[config.mk]
export PLATFORM = sky130hd
export DESIGN_NAME = pingpong_buf_ctrl_flat
export DESIGN_NICKNAME = d
export VERILOG_FILES = /design/src/rtl/pingpong_pkg.sv /design/src/rtl/pingpong_buf_ctrl_if.sv /design/src/rtl/tile_ptr.sv /design/src/rtl/pingpong_buf_ctrl.sv /design/src/flat_wrapper.sv
export SDC_FILE = /design/constraint.sdc
export NUM_CORES = 1
export LEC_CHECK = 0
export BUFFER_PORTS_ARGS = -buffer_cell sky130_fd_sc_hd__buf_2
export CAP_MARGIN = 10
export CELL_PAD_IN_SITES_DETAIL_PLACEMENT = 0
export CELL_PAD_IN_SITES_GLOBAL_PLACEMENT = 2
export CORE_UTILIZATION = 25
export CTS_BUF_LIST = sky130_fd_sc_hd__clkbuf_4
export DETAILED_ROUTE_END_ITERATION = 6
export HOLD_SLACK_MARGIN = 0.1
export PLACE_DENSITY = 0.92
export SYNTH_ARGS = -nofsm -noshare
export SYNTH_HDL_FRONTEND = slang
export SYNTH_SLANG_ARGS = --single-unit
export TNS_END_PERCENT = 10
[constraint.sdc]
create_clock -name clk -period 4.07 [get_ports clk]
set_input_delay 0.407 -clock clk [delete_from_list [all_inputs] [get_ports clk]]
set_output_delay 0.407 -clock clk [all_outputs]
set_load 0.03 [all_outputs]
[src/rtl/pingpong_pkg.sv]
// Shared definitions for the ping-pong buffer controller: FSM encoding and
// the configuration legality rule applied when a job is launched.
package pingpong_pkg;

  typedef enum logic [1:0] {
    IDLE = 2'd0,
    RUN  = 2'd1,
    DONE = 2'd2
  } state_t;

  function automatic logic cfg_legal(input int len, input int tiles, input int depth);
    return (len >= 1) && (len <= depth) && (tiles >= 1);
  endfunction

endpackage

[src/rtl/pingpong_buf_ctrl_if.sv]
// Loader stream, consumer stream and the two-bank buffer bus of the
// ping-pong controller. master = controller side, slave = surroundings.
interface pingpong_buf_ctrl_if #(
  parameter int DATA_WIDTH = 64,
  parameter int ADDR_WIDTH = 6
);
  logic                  in_valid;
  logic                  in_ready;
  logic [DATA_WIDTH-1:0] in_data;
  logic                  out_valid;
  logic                  out_ready;
  logic [DATA_WIDTH-1:0] out_data;
  logic                  out_last;
  logic [1:0]            buf_wr_en;
  logic [ADDR_WIDTH-1:0] buf_wr_addr;
  logic [DATA_WIDTH-1:0] buf_wr_data;
  logic [1:0]            buf_rd_en;
  logic [ADDR_WIDTH-1:0] buf_rd_addr;
  logic [DATA_WIDTH-1:0] buf_rd_data0;
  logic [DATA_WIDTH-1:0] buf_rd_data1;

  modport master (
    input  in_valid, in_data, out_ready, buf_rd_data0, buf_rd_data1,
    output in_ready, out_valid, out_data, out_last,
           buf_wr_en, buf_wr_addr, buf_wr_data, buf_rd_en, buf_rd_addr
  );

  modport slave (
    output in_valid, in_data, out_ready, buf_rd_data0, buf_rd_data1,
    input  in_ready, out_valid, out_data, out_last,
           buf_wr_en, buf_wr_addr, buf_wr_data, buf_rd_en, buf_rd_addr
  );
endinterface

[src/rtl/tile_ptr.sv]
// Beat pointer for one side of the ping-pong: beat counter wrapping at len-1,
// bank select that toggles on each wrap, and a count of completed tiles.
module tile_ptr import pingpong_pkg::*; #(
  parameter int ADDR_WIDTH = 6,
  parameter int CNT_WIDTH  = 16
) (
  input  logic                  clk,
  input  logic                  rst,
  input  logic                  clr,
  input  logic                  inc,
  input  logic [ADDR_WIDTH:0]   len,
  output logic [ADDR_WIDTH-1:0] cnt,
  output logic                  wrap,
  output logic                  bank,
  output logic [CNT_WIDTH-1:0]  tiles
);

  assign wrap = ({1'b0, cnt} == (len - (ADDR_WIDTH+1)'(1)));

  always_ff @(posedge clk or posedge rst) begin
    if (rst) begin
      cnt   <= '0;
      bank  <= 1'b0;
      tiles <= '0;
    end else if (clr) begin
      cnt   <= '0;
      bank  <= 1'b0;
      tiles <= '0;
    end else if (inc) begin
      if (wrap) begin
        cnt   <= '0;
        bank  <= ~bank;
        tiles <= tiles + CNT_WIDTH'(1);
      end else begin
        cnt   <= cnt + ADDR_WIDTH'(1);
      end
    end
  end

endmodule

[src/rtl/pingpong_buf_ctrl.sv]
// Ping-pong controller: fills one buffer bank from the loader while the other
// drains to the consumer, for cfg_tiles tiles of cfg_len beats each.
module pingpong_buf_ctrl import pingpong_pkg::*; #(
  parameter int DATA_WIDTH   = 64,
  parameter int BUFFER_DEPTH = 64,
  parameter int ADDR_WIDTH   = 6,
  parameter int CNT_WIDTH    = 16
) (
  input  logic                  clk,
  input  logic                  rst,
  input  logic                  start,
  input  logic [ADDR_WIDTH:0]   cfg_len,
  input  logic [CNT_WIDTH-1:0]  cfg_tiles,
  output logic                  busy,
  output logic                  done,
  output logic                  cfg_err,
  pingpong_buf_ctrl_if.master   bus
);

  state_t                state, state_nxt;
  logic [ADDR_WIDTH:0]   len_q;
  logic [CNT_WIDTH-1:0]  tiles_q;
  logic [1:0]            full;
  logic                  legal, launch, run;
  logic                  in_ready, out_valid, wr_hs, rd_hs, job_end;
  logic [ADDR_WIDTH-1:0] wr_cnt, rd_cnt;
  logic                  wr_wrap, rd_wrap, wr_bank, rd_bank;
  logic [CNT_WIDTH-1:0]  tiles_wr, tiles_rd;
  logic [DATA_WIDTH-1:0] rd_mux;

  assign legal    = cfg_legal(int'(cfg_len), int'(cfg_tiles), BUFFER_DEPTH);
  assign launch   = (state == IDLE) && start && legal;
  assign run      = (state == RUN);

  // Readiness depends on registered state only, never on in_valid.
  assign in_ready  = run && !full[wr_bank] && (tiles_wr < tiles_q);
  assign out_valid = run && full[rd_bank];
  assign wr_hs     = in_ready && bus.in_valid;
  assign rd_hs     = out_valid && bus.out_ready;
  assign job_end   = rd_hs && rd_wrap && (tiles_rd == (tiles_q - CNT_WIDTH'(1)));

  tile_ptr #(.ADDR_WIDTH(ADDR_WIDTH), .CNT_WIDTH(CNT_WIDTH)) u_wr_ptr (
    .clk(clk), .rst(rst), .clr(launch), .inc(wr_hs), .len(len_q),
    .cnt(wr_cnt), .wrap(wr_wrap), .bank(wr_bank), .tiles(tiles_wr)
  );

  tile_ptr #(.ADDR_WIDTH(ADDR_WIDTH), .CNT_WIDTH(CNT_WIDTH)) u_rd_ptr (
    .clk(clk), .rst(rst), .clr(launch), .inc(rd_hs), .len(len_q),
    .cnt(rd_cnt), .wrap(rd_wrap), .bank(rd_bank), .tiles(tiles_rd)
  );

  always_ff @(posedge clk or posedge rst) begin
    if (rst) begin
      state   <= IDLE;
      cfg_err <= 1'b0;
    end else begin
      state   <= state_nxt;
      cfg_err <= (state == IDLE) && start && !legal;
    end
  end

  // Job configuration is data: captured at launch, never reset.
  always_ff @(posedge clk) begin
    if (launch) begin
      len_q   <= cfg_len;
      tiles_q <= cfg_tiles;
    end
  end

  // Set and clear always hit opposite banks, so both may apply in one cycle.
  always_ff @(posedge clk or posedge rst) begin
    if (rst) begin
      full <= '0;
    end else if (launch) begin
      full <= '0;
    end else begin
      if (wr_hs && wr_wrap) full[wr_bank] <= 1'b1;
      if (rd_hs && rd_wrap) full[rd_bank] <= 1'b0;
    end
  end

  always_comb begin
    state_nxt = state;
    busy      = 1'b0;
    done      = 1'b0;
    case (state)
      IDLE: if (launch) state_nxt = RUN;
      RUN: begin
        busy = 1'b1;
        if (job_end) state_nxt = DONE;
      end
      DONE: begin
        busy      = 1'b1;
        done      = 1'b1;
        state_nxt = IDLE;
      end
      default: state_nxt = IDLE;
    endcase
  end

  assign rd_mux          = rd_bank ? bus.buf_rd_data1 : bus.buf_rd_data0;

  assign bus.in_ready    = in_ready;
  assign bus.buf_wr_en   = wr_hs ? (wr_bank ? 2'b10 : 2'b01) : 2'b00;
  assign bus.buf_wr_addr = wr_cnt;
  assign bus.buf_wr_data = wr_hs ? bus.in_data : '0;
  assign bus.buf_rd_en   = out_valid ? (rd_bank ? 2'b10 : 2'b01) : 2'b00;
  assign bus.buf_rd_addr = rd_cnt;
  assign bus.out_valid   = out_valid;
  assign bus.out_data    = out_valid ? rd_mux : '0;
  assign bus.out_last    = out_valid && rd_wrap;

endmodule
[src/flat_wrapper.sv]
// flat-port wrapper written by rule: the top's interface ports become plain ports
module pingpong_buf_ctrl_flat import pingpong_pkg::*;
#(
  parameter int DATA_WIDTH   = 64,
  parameter int BUFFER_DEPTH = 64,
  parameter int ADDR_WIDTH   = 6,
  parameter int CNT_WIDTH    = 16
)
  (clk, rst, start, cfg_len, cfg_tiles, busy, done, cfg_err, bus_in_valid, bus_in_data, bus_out_ready, bus_buf_rd_data0, bus_buf_rd_data1, bus_in_ready, bus_out_valid, bus_out_data, bus_out_last, bus_buf_wr_en, bus_buf_wr_addr, bus_buf_wr_data, bus_buf_rd_en, bus_buf_rd_addr);
  pingpong_buf_ctrl_if #(.DATA_WIDTH(DATA_WIDTH), .ADDR_WIDTH(ADDR_WIDTH)) bus_i ();
  input  logic clk;
  input  logic rst;
  input  logic start;
  input  logic [ADDR_WIDTH:0] cfg_len;
  input  logic [CNT_WIDTH-1:0] cfg_tiles;
  output logic busy;
  output logic done;
  output logic cfg_err;
  input wire logic [$bits(bus_i.in_valid)-1:0] bus_in_valid;
  input wire logic [$bits(bus_i.in_data)-1:0] bus_in_data;
  input wire logic [$bits(bus_i.out_ready)-1:0] bus_out_ready;
  input wire logic [$bits(bus_i.buf_rd_data0)-1:0] bus_buf_rd_data0;
  input wire logic [$bits(bus_i.buf_rd_data1)-1:0] bus_buf_rd_data1;
  output wire logic [$bits(bus_i.in_ready)-1:0] bus_in_ready;
  output wire logic [$bits(bus_i.out_valid)-1:0] bus_out_valid;
  output wire logic [$bits(bus_i.out_data)-1:0] bus_out_data;
  output wire logic [$bits(bus_i.out_last)-1:0] bus_out_last;
  output wire logic [$bits(bus_i.buf_wr_en)-1:0] bus_buf_wr_en;
  output wire logic [$bits(bus_i.buf_wr_addr)-1:0] bus_buf_wr_addr;
  output wire logic [$bits(bus_i.buf_wr_data)-1:0] bus_buf_wr_data;
  output wire logic [$bits(bus_i.buf_rd_en)-1:0] bus_buf_rd_en;
  output wire logic [$bits(bus_i.buf_rd_addr)-1:0] bus_buf_rd_addr;
  assign bus_i.in_valid = bus_in_valid;
  assign bus_i.in_data = bus_in_data;
  assign bus_i.out_ready = bus_out_ready;
  assign bus_i.buf_rd_data0 = bus_buf_rd_data0;
  assign bus_i.buf_rd_data1 = bus_buf_rd_data1;
  assign bus_in_ready = bus_i.in_ready;
  assign bus_out_valid = bus_i.out_valid;
  assign bus_out_data = bus_i.out_data;
  assign bus_out_last = bus_i.out_last;
  assign bus_buf_wr_en = bus_i.buf_wr_en;
  assign bus_buf_wr_addr = bus_i.buf_wr_addr;
  assign bus_buf_wr_data = bus_i.buf_wr_data;
  assign bus_buf_rd_en = bus_i.buf_rd_en;
  assign bus_buf_rd_addr = bus_i.buf_rd_addr;
  pingpong_buf_ctrl #(.DATA_WIDTH(DATA_WIDTH), .BUFFER_DEPTH(BUFFER_DEPTH), .ADDR_WIDTH(ADDR_WIDTH), .CNT_WIDTH(CNT_WIDTH)) u_core (.clk(clk), .rst(rst), .start(start), .cfg_len(cfg_len), .cfg_tiles(cfg_tiles), .busy(busy), .done(done), .cfg_err(cfg_err), .bus(bus_i));
endmodule
==> metrics.yaml, run 1 <==
async_flop_share: 0.689
dieArea_um2: 24000
syn-cell-area_um2: 5840
final.min_clock_period_ps: 3540
postSynthCellCount: 669
numPortBuffers: 369
whs_ps: 128
dp_hpwl_um: 20900
synth_edf_count: 23
ys.flop_type: "dfrtp_1"
synthDistinctLibCells: 63
max_stage_delay_ps: 520
status: "finished clean"
hold_buffers: 1
setup_tns_ps: 0
cts_resized: 0
arrival_ps: 3140
drtIter0Drc: 589
grt_pass1_vias: 5874
fillCellCount: 2394
cap_violations: 0
required_ps: 3660
drt-total-wl_um: 25700
place_area_um2: 8020
rows: 55
place_ws_ps: 859
cts_tree: "done"
power_density_nw_per_um2: 314
slew_violations: 0
min_period_over_period: 0.871
ys_seq_elements: 74
hold_viol_final: 0
wl_per_cell_um: 19.2
die_w_um: 155
drive_gt1_frac: 0.396
synth_top_area_frac: 0.219
fp.dieH_um: 155
gp_congestion: 0.856
vias: 6473
rsz0062_at_grt: "no"
tightest_slew_ps: 1030
critPathTopFamily: "simple AND/OR/NAND/NOR gates"
syn_to_final_growth_pct: 40.6
finalNetCount: 1266
yosysSeqAreaShare: 0.337
end_kind: "output port"
slew-limit-headroom: 0.308
clock_sink_count: 74
clk_path_buf_depth: 2
firstDrtPassIters: 5
cts_setup_buffers: 0
fmax_mhz: 282
setup_violations: 0
coreArea_um2: 22800
ant_nets: 0
cts_root_buffer: "clkbuf_4"
cp_num_buf_inv: 2
ys_warn_count: 0
cts.reportedPaths.clkPinSlew_ps: 130
avgSynthCellArea_um2: 8.72
final_area_um2: 8210
grtUsageTotal: 0.205
ioPinCount: 370
leakage_nw: 4.20
htree_levels: 3
drc_errors: 0
initial_utilization: 0.256
final_util: 0.360
num_antenna_cells: 0
grt_pass1_wl_um: 36500
crit_type: "flop to output port"
slowest_stage: "edfxtp_1"
peakVddDrop_mv: 0.213
skew_ps: 18.2
synth_fp_nets: 915
grt_start_max_net_pins: 75
vias_per_cell: 4.84
yosys.area.top_type: "dfrtp_1"
crit_chain: "inv_1, ha_1, or3b_1, o31a_1, nor4_2, nand2_1, nor2_1, buf_2"
critical_path.max_fanout: 6
antenna_found_initial: 0
setup.worst_path.start_class: "flop"
synth_area_leaders: "dfrtp_1, edfxtp_1, a22o_1"
cts-buffers-inserted: 9
worstSkewPairLatency_ps: 470
holdCritPathClass: "primary input to flop"
fin_ws_ps: 525
grt_overflow: 0
-- cells in the final DEF, fill, tap and decap left out, drive strengths merged, types with 3 or more instances in the layout --
| cell | instances |
|---|---|
| buf | 378 |
| and2 | 69 |
| a22o | 64 |
| dfrtp | 51 |
| a21oi | 38 |
| nand2 | 37 |
| nor2 | 37 |
| inv | 35 |
| nand3 | 31 |
| xnor2 | 27 |
| ha | 26 |
| edfxtp | 23 |
| nand4 | 19 |
| xor2 | 19 |
| o21ai | 16 |
| or3 | 14 |
| or4 | 13 |
| nor4 | 12 |
| o31ai | 11 |
| clkbuf | 10 |
| and3 | 9 |
| nor3 | 7 |
| o211ai | 6 |
| o31a | 5 |
| nand2b | 5 |
| a21o | 5 |
| a31oi | 4 |
| clkinv | 4 |
| nand3b | 3 |
| nor2b | 3 |
| o21a | 3 |
| a211oi | 3 |
| dlygate4sd3 | 3 |
| or2 | 3 |
-- power breakdown --
group / total, mW / switching [mW] / leakage [nW] / internal [mW]
Clock: 0.530 / 0.278 / 0.0878 / 0.253
Sequential: 0.912 / 0.0816 / 0.918 / 0.830
Combinational: 1.14 / 0.747 / 3.20 / 0.388
Total: 2.58 / 1.11 / 4.20 / 1.47
-- metal layers --
layer,share of wire,global-route usage,wire length (um)
met5,0,0,0
met4,0.027,0.0646,686
met3,0.053,0.0381,1350
met2,0.51,0.372,13200
met1,0.41,0.243,10400
-- registers in the layout (all words and copies together) (netlist names) --
signal	count
u_core.tiles_q	16
u_core.u_wr_ptr.cnt	6
u_core.state	2
u_core.len_q	7
u_core.full	2
u_core.u_rd_ptr.tiles	16
u_core.u_rd_ptr.cnt	6
u_core.cfg_err	1
u_core.u_wr_ptr.bank	1
u_core.u_wr_ptr.tiles	16
u_core.u_rd_ptr.bank	1
-- worst reg2reg max path, delay by kind of cell (launching register included) --
| family | cells | cell delay [ps] |
|---|---|---|
| AO/OA/AOI/OAI | 3 | 500 |
| adder cells (fa/ha/maj) | 1 | 220 |
| buffers and inverters | 2 | 420 |
| flip-flops | 1 | 520 |
| AND/OR/NAND/NOR | 3 | 1530 |
-- stage by stage --
step	cells	total power [mW]
4_1_cts	1336	2.61
5_1_grt	1338	2.72
2_1_floorplan	669	1.66
3_3_place_gp	1319	2.06
6_report	1338	2.58
3_5_place_dp	1319	2.07
-- cell type report --
class,count,area (um2),area share
Sequential cell,74,1970,0.240
Tap cell,313,392,0.0477
Multi-Input combinational cell,519,3590,0.437
Timing Repair Buffer,381,1970,0.240
Clock inverter,6,82.6,0.0101
Inverter,35,131,0.0160
Clock buffer,10,75.1,0.00915
-- final timing paths --
check                                                from                              endpoint  slack [ps]  cells past startpoint
worst max-delay path            u_core.len_q[0]$_DFFE_PN_                          bus_out_last         530                      8
worst min-delay path                           cfg_len[1]             u_core.len_q[1]$_DFFE_PN_         130                      1
worst max register to register  u_core.len_q[0]$_DFFE_PN_  u_core.u_wr_ptr.tiles[3]$_DFFE_PP0P_         810                      9
worst min register to register   u_core.full[0]$_DFF_PP0_              u_core.full[0]$_DFF_PP0_         570                      2
max in group asynchronous                             rst  u_core.u_rd_ptr.tiles[5]$_DFFE_PP0P_        2790                      4
min in group asynchronous                             rst    u_core.u_wr_ptr.cnt[2]$_DFFE_PP0P_         450                      3
-- Yosys cell counts, drive strengths merged, types with 2 or more instances --
cell,count
nor3,7
a211oi,3
nand3,31
o22ai,2
nand2b,5
nor2,37
and2,69
dfrtp,51
o31a,5
nor2b,3
a31oi,4
nor4bb,2
or4,13
or4b,2
o2111a,2
nand4b,2
and3,9
ha,26
a31o,2
a21oi,38
xnor2,27
edfxtp,23
a21o,5
o311ai,2
nand2,37
or3,14
a22o,64
clkbuf,30
mux2i,2
o31ai,11
o21a,3
buf,11
or2,3
xor2,19
nand3b,3
nand4,19
nor4,12
o211ai,6
o21ai,16
inv,35
-- cell families after synthesis --
family / after synthesis / synth area share
AO/OA/AOI/OAI: 171 / 0.217
buffers and inverters: 76 / 0.0504
AND/OR/NAND/NOR: 272 / 0.262
flip-flops: 74 / 0.337
multiplexers: 3 / 0.00536
XOR/XNOR: 47 / 0.0729
adder cells (fa/ha/maj): 26 / 0.0557
Note: power is estimated with default switching activity, not from simulation.
==> inputs of run 2 (changes only) <==
Settings changed: ABC_AREA from default to 1, CORE_UTILIZATION 25 to 24, PLACE_DENSITY 0.92 to 0.91.
==> run 2 against run 1 <==
Net effect:
- worst hold slack worse by 2.4 ps
- cell area rose by 5.7%
- power up 5.2%
- global-route usage up 3.3 points
- fmax grew 4.5%
- flip-flop and latch count unchanged
- sequential share of layout area fell by 1.3 points
==> metrics.yaml, run 2 <==
dieArea_um2: 26500
synth_edf_count: 23
cts_setup_buffers: 0
ioPinCount: 370
setup_violations: 0
peakVddDrop_mv: 0.156
synth_top_area_frac: 0.206
fmax_mhz: 295
initial_utilization: 0.246
power_density_nw_per_um2: 313
grt_pass1_vias: 6875
setup.worst_path.start_class: "flop"
setup_tns_ps: 0
drtIter0Drc: 437
coreArea_um2: 25300
final.min_clock_period_ps: 3390
switchingPower_mw: 1.24
syn_to_final_growth_pct: 39.7
leakage_nw: 4.88
syn-cell-area_um2: 6210
worst_r2r_endpoint: "u_core.u_wr_ptr.tiles[9]$_DFFE_PP0P_"
cap_violations: 0
grt_overflow: 0
final_cells: 1578
grt_pass1_wl_um: 44900
numPortBuffers: 369
gp_congestion: 0.841
cts-buffers-inserted: 9
synth.most_common_cell: "nand2_1"
ys_seq_elements: 74
slew_violations: 0
wl_per_cell_um: 20.6
finalNetCount: 1482
vias: 7443
worstSkewPairLatency_ps: 460
reg_top3: "u_core.tiles_q (16), u_core.u_rd_ptr.tiles (16), u_core.u_wr_ptr.tiles (16)"
fillCellCount: 2809
ys_warn_count: 0
drive_gt1_frac: 0.355
synth_area_leaders: "dfrtp_1, edfxtp_1, nand2_1"
postSynthCellCount: 866
yosys.area.top_type: "dfrtp_1"
clock_sink_count: 74
clk_path_buf_depth: 2
pwr-share-clk: 0.202
status: "finished clean"
rsz0062_at_grt: "no"
synthDistinctLibCells: 39
die_w_um: 163
cts_tree: "done"
antenna_found_initial: 21
ys.flop_type: "dfrtp_1"
cts_root_buffer: "clkbuf_4"
tightest_slew_ps: 835
fp.dieH_um: 163
htree_levels: 3
rows: 58
r2r_slack_ps: 1290
arrival_ps: 2980
mostFrequentLayoutCells: "buf_2, nand2_1, nor2_1"
crit_type: "flop to output port"
drc_errors: 0
dp_hpwl_um: 27500
firstDrtPassIters: 5
sequentialPowerShare: 0.346
end_kind: "output port"
p_comb_frac: 0.451
yosysSeqAreaShare: 0.317
grtUsageTotal: 0.238
vias_per_cell: 4.72
p_int_mw: 1.47
drt-total-wl_um: 32500
async_flop_share: 0.689
ff2ff_path_depth: 11
netlist_top_cells_count: "nand2_1, nor2_1, inv_1, a22o_1, nand3_1"
slew-limit-headroom: 0.443
holdCritPathClass: "primary input to async pin"
cts_resized: 0
synth_fp_nets: 1112
avgSynthCellArea_um2: 7.17
placed_cells: 1543
grt_start_max_net_pins: 69
ant_nets: 0
cts.reportedPaths.clkPinSlew_ps: 130
r2r_start: "u_core.tiles_q[15]$_DFFE_PN_"
hold_viol_final: 0
required_ps: 3660
skew_ps: 6.34
final_common_cell: "buf_2"
critical_path.max_fanout: 49
min_period_over_period: 0.833
swShare: 0.458
critPathLaunch: "u_core.state[1]$_DFFE_PP0P_"
## run 2: changes by cell type after synthesis, sizes merged, moves of 13 or more
cell    previous run  this run
or4               13         0
or3               14         0
inv               35       142
o21ai             16        36
clkbuf            30         6
nand3             31        57
nand2             37       164
and2              69         1
a21oi             38        17
nor2              37       141
## run 2: worst max path at each step
stage | endpoint | slack [ps] | depth (start not counted)
after floorplan | bus_out_data[54] | 1360 | 8
after global placement | bus_buf_wr_en[0] | 1180 | 9
after detailed placement | bus_out_data[59] | 1200 | 8
after CTS | bus_out_data[59] | 650 | 8
after global routing | bus_out_data[18] | 430 | 9
final | bus_out_data[41] | 680 | 8
## run 2: cell families (layout without fill, tap and decap cells)
kind of cell,count (synthesis),count (layout),share of synthesized area
AND/OR/NAND/NOR,419,419,0.296
buffers and inverters,171,546,0.109
AO/OA/AOI/OAI,131,131,0.163
flip-flops,74,74,0.317
XOR/XNOR,45,45,0.0635
adder cells (fa/ha/maj),26,26,0.0524
other,0,7,0
## run 2: through the flow
step	hold slack (ps)	utilization	power, mW	worst slack (ps)	cell area, um2
after floorplan	467	-	1.72	1360	6210
after global placement	490	0.332	2.17	1180	8380
after detailed placement	509	0.332	2.17	1200	8380
after CTS	101	0.343	2.74	655	8660
after global routing	103	0.343	2.87	426	8660
final	126	0.343	2.71	678	8670
## run 2: layout make-up
cell class / count / area (um2) / area share
Antenna cell: 7 / 17.5 / 0.00202
Clock buffer: 10 / 75.1 / 0.00865
Clock inverter: 6 / 81.3 / 0.00938
Inverter: 142 / 533 / 0.0614
Multi-Input combinational cell: 621 / 3570 / 0.411
Sequential cell: 74 / 1970 / 0.227
Tap cell: 330 / 413 / 0.0476
Timing Repair Buffer: 388 / 2020 / 0.233
## run 2: timing repair
action | in CTS | in global routing
setup endpoints to repair | 0 | 0
hold buffers | 12 | 0
endpoints found under the hold margin | 12 | 0
## run 2: worst max-delay path, stage by stage (launching register included)
cell     delay [ps]
dfrtp_1         420
inv_1           140
ha_1            210
o21ai_1          90
nor2_1          180
nand2_1          90
inv_2           600
a22o_1          480
buf_2           270
## run 2: layer usage
layer  track usage  routed length (um)
met3        0.0886                3500
met1         0.334               14800
met5             0                  57
met4        0.0565                 478
met2         0.340               13600
## run 2: power groups by stage
stage	Sequential [mW]	Combinational, mW	Clock [mW]
2_1_floorplan	0.980	0.742	0
3_3_place_gp	0.953	1.21	0
3_5_place_dp	0.955	1.21	0
4_1_cts	0.939	1.23	0.568
5_1_grt	0.953	1.33	0.588
6_report	0.939	1.22	0.548
